===== src/rtl/vga_pkg.sv =====
// vga_pkg: VGA raster timing sets (640x480@60 default, 800x600@60 alternate)
// plus helpers shared by the axis counter and the timing generator top.
package vga_pkg;

    localparam int unsigned VGA_CW = 12;

    // 640x480@60, 25.175 MHz pixel clock, both syncs active-low
    localparam int unsigned VGA640_H_ACTIVE     = 640;
    localparam int unsigned VGA640_H_SYNC_START = 656;
    localparam int unsigned VGA640_H_SYNC_END   = 752;
    localparam int unsigned VGA640_H_TOTAL      = 800;
    localparam int unsigned VGA640_V_ACTIVE     = 480;
    localparam int unsigned VGA640_V_SYNC_START = 490;
    localparam int unsigned VGA640_V_SYNC_END   = 492;
    localparam int unsigned VGA640_V_TOTAL      = 525;
    localparam bit          VGA640_H_SYNC_POL   = 1'b0;
    localparam bit          VGA640_V_SYNC_POL   = 1'b0;

    // 800x600@60, 40 MHz pixel clock, both syncs active-high
    localparam int unsigned VGA800_H_ACTIVE     = 800;
    localparam int unsigned VGA800_H_SYNC_START = 840;
    localparam int unsigned VGA800_H_SYNC_END   = 968;
    localparam int unsigned VGA800_H_TOTAL      = 1056;
    localparam int unsigned VGA800_V_ACTIVE     = 600;
    localparam int unsigned VGA800_V_SYNC_START = 601;
    localparam int unsigned VGA800_V_SYNC_END   = 605;
    localparam int unsigned VGA800_V_TOTAL      = 628;
    localparam bit          VGA800_H_SYNC_POL   = 1'b1;
    localparam bit          VGA800_V_SYNC_POL   = 1'b1;

    typedef struct packed {
        logic last;
        logic sync;
        logic active;
        logic first;
    } axis_flags_t;

    function automatic bit axis_legal(
        input int unsigned active,
        input int unsigned sync_start,
        input int unsigned sync_end,
        input int unsigned total,
        input int unsigned cw
    );
        return (active < sync_start) && (sync_start < sync_end) &&
               (sync_end <= total) &&
               (longint'(total) <= (longint'(1) << cw));
    endfunction

    function automatic logic sync_level(
        input logic asserted,
        input logic pol
    );
        return asserted ? pol : ~pol;
    endfunction

endpackage


===== src/rtl/vga_axis_counter.sv =====
// vga_axis_counter: one raster axis (H or V) - wrapping count plus
// last/sync/active/first compares decoded from the current count.
module vga_axis_counter
    import vga_pkg::*;
#(
    parameter int unsigned CW         = VGA_CW,
    parameter int unsigned ACTIVE     = VGA640_H_ACTIVE,
    parameter int unsigned SYNC_START = VGA640_H_SYNC_START,
    parameter int unsigned SYNC_END   = VGA640_H_SYNC_END,
    parameter int unsigned TOTAL      = VGA640_H_TOTAL
) (
    input  logic          clk_i,
    input  logic          rst_i,
    input  logic          en_i,
    output logic [CW-1:0] cnt_o,
    output axis_flags_t   flags_o
);

    if (!axis_legal(ACTIVE, SYNC_START, SYNC_END, TOTAL, CW)) begin : g_bad_timing
        $error("vga_axis_counter: illegal timing parameters");
    end

    // Compares run one bit wider so SYNC_END == TOTAL == 2**CW still fits.
    localparam logic [CW:0] LAST_W  = (CW+1)'(TOTAL - 1);
    localparam logic [CW:0] ACT_W   = (CW+1)'(ACTIVE);
    localparam logic [CW:0] SS_W    = (CW+1)'(SYNC_START);
    localparam logic [CW:0] SE_W    = (CW+1)'(SYNC_END);

    logic [CW-1:0] cnt_q;
    logic [CW-1:0] cnt_d;
    logic [CW:0]   cnt_w;

    assign cnt_w = {1'b0, cnt_q};

    always_comb begin
        flags_o        = '0;
        flags_o.last   = (cnt_w == LAST_W);
        flags_o.sync   = (cnt_w >= SS_W) && (cnt_w < SE_W);
        flags_o.active = (cnt_w < ACT_W);
        flags_o.first  = (cnt_q == '0);
    end

    always_comb begin
        cnt_d = cnt_q;
        if (en_i) begin
            cnt_d = flags_o.last ? '0 : cnt_q + 1'b1;
        end
    end

    always_ff @(posedge clk_i) begin
        if (rst_i) begin
            cnt_q <= '0;
        end else begin
            cnt_q <= cnt_d;
        end
    end

    assign cnt_o = cnt_q;

endmodule


===== src/rtl/vga_timing_gen.sv =====
// vga_timing_gen: parametrised VGA raster timing generator, one pixel clock domain.
// Define VGA_TIMING_CE_EN to add the i_ce pixel enable (e.g. pixels from CLOCK_50).
module vga_timing_gen
    import vga_pkg::*;
#(
    parameter int unsigned CW           = VGA_CW,
    parameter int unsigned H_ACTIVE     = VGA640_H_ACTIVE,
    parameter int unsigned H_SYNC_START = VGA640_H_SYNC_START,
    parameter int unsigned H_SYNC_END   = VGA640_H_SYNC_END,
    parameter int unsigned H_TOTAL      = VGA640_H_TOTAL,
    parameter int unsigned V_ACTIVE     = VGA640_V_ACTIVE,
    parameter int unsigned V_SYNC_START = VGA640_V_SYNC_START,
    parameter int unsigned V_SYNC_END   = VGA640_V_SYNC_END,
    parameter int unsigned V_TOTAL      = VGA640_V_TOTAL,
    parameter bit          H_SYNC_POL   = VGA640_H_SYNC_POL,
    parameter bit          V_SYNC_POL   = VGA640_V_SYNC_POL
) (
    input  logic          i_clk,
    input  logic          i_rst,
`ifdef VGA_TIMING_CE_EN
    input  logic          i_ce,
`endif
    output logic          o_hsync,
    output logic          o_vsync,
    output logic          o_de,
    output logic [CW-1:0] o_x,
    output logic [CW-1:0] o_y,
    output logic          o_line_start,
    output logic          o_frame_start,
    output logic          o_vblank_start
);

    localparam logic          HS_IDLE      = sync_level(1'b0, H_SYNC_POL);
    localparam logic          VS_IDLE      = sync_level(1'b0, V_SYNC_POL);
    localparam logic [CW-1:0] V_BLANK_LINE = CW'(V_ACTIVE);

    logic ce;
`ifdef VGA_TIMING_CE_EN
    assign ce = i_ce;
`else
    assign ce = 1'b1;
`endif

    logic [CW-1:0] h_cnt;
    logic [CW-1:0] v_cnt;
    axis_flags_t   h_f;
    axis_flags_t   v_f;
    logic          unused_v_last;

    vga_axis_counter #(
        .CW         (CW),
        .ACTIVE     (H_ACTIVE),
        .SYNC_START (H_SYNC_START),
        .SYNC_END   (H_SYNC_END),
        .TOTAL      (H_TOTAL)
    ) u_h (
        .clk_i   (i_clk),
        .rst_i   (i_rst),
        .en_i    (ce),
        .cnt_o   (h_cnt),
        .flags_o (h_f)
    );

    // V steps in the same clock as the H wrap, so lines abut with no gap cycle.
    vga_axis_counter #(
        .CW         (CW),
        .ACTIVE     (V_ACTIVE),
        .SYNC_START (V_SYNC_START),
        .SYNC_END   (V_SYNC_END),
        .TOTAL      (V_TOTAL)
    ) u_v (
        .clk_i   (i_clk),
        .rst_i   (i_rst),
        .en_i    (ce & h_f.last),
        .cnt_o   (v_cnt),
        .flags_o (v_f)
    );

    assign unused_v_last = v_f.last;

    logic          hsync_q, hsync_d;
    logic          vsync_q, vsync_d;
    logic          de_q, de_d;
    logic [CW-1:0] x_q, x_d;
    logic [CW-1:0] y_q, y_d;
    logic          line_q, line_d;
    logic          frame_q, frame_d;
    logic          vblank_q, vblank_d;

    // Levels hold while disabled; pulses drop so each fires once per pixel.
    always_comb begin
        hsync_d  = hsync_q;
        vsync_d  = vsync_q;
        de_d     = de_q;
        x_d      = x_q;
        y_d      = y_q;
        line_d   = 1'b0;
        frame_d  = 1'b0;
        vblank_d = 1'b0;
        if (ce) begin
            hsync_d  = sync_level(h_f.sync, H_SYNC_POL);
            vsync_d  = sync_level(v_f.sync, V_SYNC_POL);
            de_d     = h_f.active & v_f.active;
            x_d      = h_cnt;
            y_d      = v_cnt;
            line_d   = h_f.first;
            frame_d  = h_f.first & v_f.first;
            vblank_d = h_f.first & (v_cnt == V_BLANK_LINE);
        end
    end

    always_ff @(posedge i_clk) begin
        if (i_rst) begin
            hsync_q  <= HS_IDLE;
            vsync_q  <= VS_IDLE;
            de_q     <= 1'b0;
            x_q      <= '0;
            y_q      <= '0;
            line_q   <= 1'b0;
            frame_q  <= 1'b0;
            vblank_q <= 1'b0;
        end else begin
            hsync_q  <= hsync_d;
            vsync_q  <= vsync_d;
            de_q     <= de_d;
            x_q      <= x_d;
            y_q      <= y_d;
            line_q   <= line_d;
            frame_q  <= frame_d;
            vblank_q <= vblank_d;
        end
    end

    assign o_hsync        = hsync_q;
    assign o_vsync        = vsync_q;
    assign o_de           = de_q;
    assign o_x            = x_q;
    assign o_y            = y_q;
    assign o_line_start   = line_q;
    assign o_frame_start  = frame_q;
    assign o_vblank_start = vblank_q;

endmodule


===== config.mk =====
export PLATFORM = sky130hd
export DESIGN_NAME = vga_timing_gen
export DESIGN_NICKNAME = d
export VERILOG_FILES = /design/src/rtl/vga_pkg.sv /design/src/rtl/vga_axis_counter.sv /design/src/rtl/vga_timing_gen.sv
export SDC_FILE = /design/constraint.sdc
export NUM_CORES = 1
export LEC_CHECK = 0
export ABC_AREA = 1
export BUFFER_PORTS_ARGS = -buffer_cell sky130_fd_sc_hd__buf_4
export CAP_MARGIN = 30
export CORE_MARGIN = 5
export CORE_UTILIZATION = 56
export CTS_CLUSTER_DIAMETER = 50
export DETAILED_ROUTE_END_ITERATION = 10
export GPL_TIMING_DRIVEN = 0
export PLACE_DENSITY = 0.86
export SYNTH_ARGS = -nofsm -noshare
export SYNTH_HDL_FRONTEND = slang
export SYNTH_SLANG_ARGS = --single-unit

===== constraint.sdc =====
create_clock -name i_clk -period 1.4 [get_ports i_clk]
set_input_delay 0.28 -clock i_clk [delete_from_list [all_inputs] [get_ports i_clk]]
set_output_delay 0.28 -clock i_clk [all_outputs]
set_load 0.05 [all_outputs]

; ---- Word-level counts from Yosys, hierarchy flattened
; Index checks and enable logic that the tools add are counted.
[op_classes]
add_sub_neg = 2
order_cmp = 6
eq_ne = 3
muxes = 3
bitwise = 3
reduce_logical = 5
[ops]
columns = cell, count
row1 = "adder 12 x 1 -> 12 bit, second input constant", 2
row2 = "== test 12 x 10 -> 1 bit, second input constant", 2
row3 = logical NOT 12 bit, 2
row4 = "< comparator 12 x 10 -> 1 bit, second input constant", 2
row5 = "< comparator 12 x 9 -> 1 bit, second input constant", 2
row6 = "== test 12 x 9 -> 1 bit, second input constant", 1
row7 = ">= comparator 12 x 10 -> 1 bit, second input constant", 1
row8 = ">= comparator 12 x 9 -> 1 bit, second input constant", 1
row9 = two-way mux 12 bit, 1
row10 = bitwise AND 1 bit, 3
row11 = logical AND 1 bit, 2
row12 = two-way mux 1 bit, 2
row13 = OR reduction 2 bit, 1
[totals]
regBits = 54

; ---- Depth between registers and ports, before layout
[depth]
depth_word = 3
mapped_depth = 9
depth_no_buf = 9

; ---- By module
; From an unflattened synthesis, not the netlist that was laid out.
[unflattened]
cells_unflattened = 314
area_unflattened_um2 = 2309.7
[by_module_without_submodules]
columns = mod, n_inst, cells_each, area_each_um2, seq_area_each_um2
row1 = vga_timing_gen, 1, 102, 905.9, 600.6
row2 = vga_axis_counter at u_h, 1, 110, 711.9, 240.2
row3 = vga_axis_counter at u_v, 1, 102, 691.9, 240.2

; ---- Worst setup path before layout
; Ideal clock, no wire load.
[synth_path]
path_type = register to register
start = register u_h.cnt_q[0], in the netlist u_h.cnt_o[0]
end = register u_v.cnt_q[1], in the netlist u_v.cnt_o[1]
arrival_time_ns = 1.209
path_slack_ns = 0.074
path_stages_with_launch = 9
path_buffers = 0
period_less_slack_ns = 1.326
cell_sequence = dfxtp_1 > ha_1 > nand3_4 > nor2_8 > nand2_4 > nand2_4 > nand2_4 > clkinv_2 > nor2_1
[synth_via]
elab_chain_cells = 1
[synth_rtl]
columns = element, line
row1 = from (decl), vga_axis_counter.sv:29  ; logic [CW-1:0] cnt_q;
row2 = from (signal assigned), vga_axis_counter.sv:54  ; cnt_q <= cnt_d;
row3 = == test 12 x 10 -> 1 bit, vga_axis_counter.sv:37  ; flags_o.last = (cnt_w == LAST_W);
row4 = to (signal assigned), vga_axis_counter.sv:54
row5 = to (decl), vga_axis_counter.sv:29
; No other way between the ends.
; A chain may end at the register's enable or synchronous reset.

; ---- Worst setup path in the final report
[layout_path]
start = register u_h.cnt_q[1], in the netlist u_h.cnt_o[1]
end = register u_v.cnt_q[7], in the netlist u_v.cnt_o[7]
; The elaborated chain is that of the path after synthesis.

==> flow_summary.ini <==
[outcome]
status = complete, but fails checks
violations = negative setup slack

[routing]
vias = 2174
final_antenna_net_count = 0
drcViolationCount = 0
drt_wl_total_um = 5960
wl_per_cell_um = 15.0
drt_iter0_markers = 286
drt-vias-per-instance = 5.48
drtPass1Iterations = 5

[sta]
final.min_clock_period_ns = 1.44
hold_viol = 0
worst_slack_ns = -0.0412
worst_pin_slew_ns = 0.523
finalMaxSlewViolations = 0
maxSlewHeadroom_pct = 65.1
setup_viol = 2
clock.fmax_mhz = 694
rsz0062_at_grt = yes
finalClockSkew_ns = 0.00775
finalCritPeriodShare_pct = 103

[worst_setup_path]
cp_max_fo = 6
cp_data_required_time_ns = 1.64
cp-start-kind = register
critical_path_class = register to register
critPathArrivalTime_ns = 1.69
cp-end-kind = register

[synth]
synth-seq-area-share_pct = 48.0
synthFlopType = dfxtp_1
synth.area.top_cells = dfxtp_1, nor2_1, nand2_1
synth-edff-count = 0
yosysTopAreaCell = dfxtp_1
syn-cell-area_um2 = 2250
syn_nets = 306
syn_avg_cell_area_um2 = 7.53
ys_async_sr_fraction_pct = 0
ys_seq_elements = 54
synth.distinct_cells = 28
yosysWarnings = 0
netlist_instances = 299
synth.top_cell.area_share_pct = 48.0

[placement]
detailed_place_hpwl_um = 3560
port_buffers = 30
place.gp.congestion = 0.949
postPlaceCellArea_um2 = 2540

[layout]
syn_to_final_growth_pct = 29.6
nNetsFinal = 353
stdcell_area_um2 = 2920
fillers = 260
register_area_um2 = 1100
multi_input_area_um2 = 1170
num_antenna_cells = 0
drive_gt1_share_pct = 30.5

[cts]
path_clk_slew_ns = 0.09
hold_buffers = 0
tritoncts = yes
h-tree-depth = 2
cts.sinks = 54
cts_buffers = 5
insertion_delay_ns = 0.31
clock_path_buffers = 2
cts_root_buf = clkbuf_8

[die]
num_rows = 23
core_um2 = 3940
start_util_pct = 57.1
io_pins = 32
die_x_um = 73.4
floorplan.die_area_um2 = 5390
die_h_um = 73.4

[pwr]
power_switching_mw = 0.590
switching_share_pct = 22.9
combPwrFrac_pct = 5.7
powerDensity_nw_per_um2 = 886
p_leak_nw = 1.26
power_mw = 2.58
power_frac_seq_pct = 60.6
internal-power_mw = 1.99
ir_drop_v = 0.000457
clockPowerShare_pct = 33.7

[job]
maxCapViolCount = 0

[grt]
grt_max_degree = 16
grt_pass1_vias = 1913
grt_antenna_before_repair = 0
grt_pass1_wl_um = 8190
grt_util_all_layers_pct = 19.5
grt_overflow = 0

[hold_path]
hold_path.class = input pin to register
## power by group through the flow
stage                     Combinational [mW]  Sequential, mW  Clock, mW
final                                  0.147            1.56      0.871
after global routing                   0.159            1.57      0.939
after CTS                              0.139            1.57      0.890
after detailed placement               0.139            1.60          0
after global placement                 0.135            1.60          0
after floorplan                       0.0570            1.64          0
## metal layers
| metal | GRT usage (%) | vias up | wire length, µm |
|---|---|---|---|
| li1 | - | 1027 | - |
| met1 | 24.0 | 1006 | 2280 |
| met2 | 32.7 | 124 | 3040 |
| met3 | 4.92 | 17 | 516 |
| met4 | 7.44 | 0 | 127 |
| met5 | 0 | - | 0 |
## layout make-up
class | instances | share of cell area [%]
plain buffers | 6 | 1.29
flip-flops and latches | 54 | 37.7
clock buffers | 7 | 2.96
multi-input cells | 202 | 40.2
well taps | 50 | 2.15
repair buffers | 38 | 10.2
clock inverters | 1 | 0.172
inverters | 39 | 5.32
## registers in the layout, summed over array words and instances (netlist names)
name and flops:
o_frame_start 1, o_vblank_start 1, o_line_start 1, u_v.cnt_o 12, o_y 12, o_x 12
o_de 1, u_h.cnt_o 12, o_vsync 1, o_hsync 1
## worst max-delay path: stages, from the launching register on
cell and delay [ns]:
dfxtp_2 0.37, ha_4 0.16, nand3_4 0.16, nor2_8 0.18, buf_12 0.13, nand3_2 0.10
nand2_1 0.11, nand2_1 0.08, nor2_1 0.09
## layout by cell type (no fill, tap or decap), types with 4 or more instances in the layout
cell type	synthesis	final
clkbuf_1	3	4
a21oi_1	12	12
dfxtp_1	54	45
nand3_2	1	9
nor2_2	1	10
nor2_1	71	58
inv_1	37	33
nor2_4	1	6
nand2_1	56	52
nor3_1	6	5
nand4_1	7	7
nand2_2	3	7
nand3_1	20	11
dfxtp_2	0	6
buf_4	1	38
clkbuf_8	0	6
## final timing paths
kind                                    from            to  slack (ns)  cells after the start
worst max register to register  u_h.cnt_o[1]  u_v.cnt_o[7]       -0.04                      8
worst max-delay path            u_h.cnt_o[1]  u_v.cnt_o[7]       -0.04                      8
worst min-delay path                   i_rst       o_x[11]        0.30                      2
worst min register to register  u_h.cnt_o[0]  u_h.cnt_o[0]        0.45                      1
## repair_timing
item                       4_1_cts  5_1_grt
resized for setup                6       53
setup endpoints to repair       22       23
cloned                           0        2
setup buffers                    1        7
pin swaps                        1       14
## cell usage after synthesis, types with 2 or more instances
master	n
nor2_8	2
clkbuf_1	3
nor2_1	71
nand2_2	3
nor4_1	3
ha_1	5
o21ai_0	3
xor2_1	2
nand3_1	20
a21oi_1	12
inv_1	37
nand4_1	7
nand2_1	56
nor3_1	6
nand2_4	3
dfxtp_1	54
## kinds of logic after synthesis
kind of cell               after synthesis  share of synthesized area [%]
adders and majority gates                5                           2.78
DFF                                     54                           48.0
buffers and inverters                   45                           8.11
AOI/OAI and AO/OA                       16                           3.72
xor gates and xnor gates                 3                           1.17
and+or+nand+nor                        176                           36.2
## metrics by stage
stage | cells | hold slack (ns) | setup WS [ns] | TNS [ns] | util [%]
after floorplan | 299 | 0.430 | 0.0737 | 0 | -
after global placement | 379 | 0.442 | -0.0537 | -0.711 | 64.4
after detailed placement | 379 | 0.451 | -0.0961 | -1.55 | 64.4
after CTS | 388 | 0.297 | 0.00138 | 0 | 67.5
after global routing | 397 | 0.337 | -0.116 | -0.989 | 74.0
final | 397 | 0.296 | -0.0412 | -0.0524 | 74.0
Note: power is estimated with default switching activity, not from simulation.
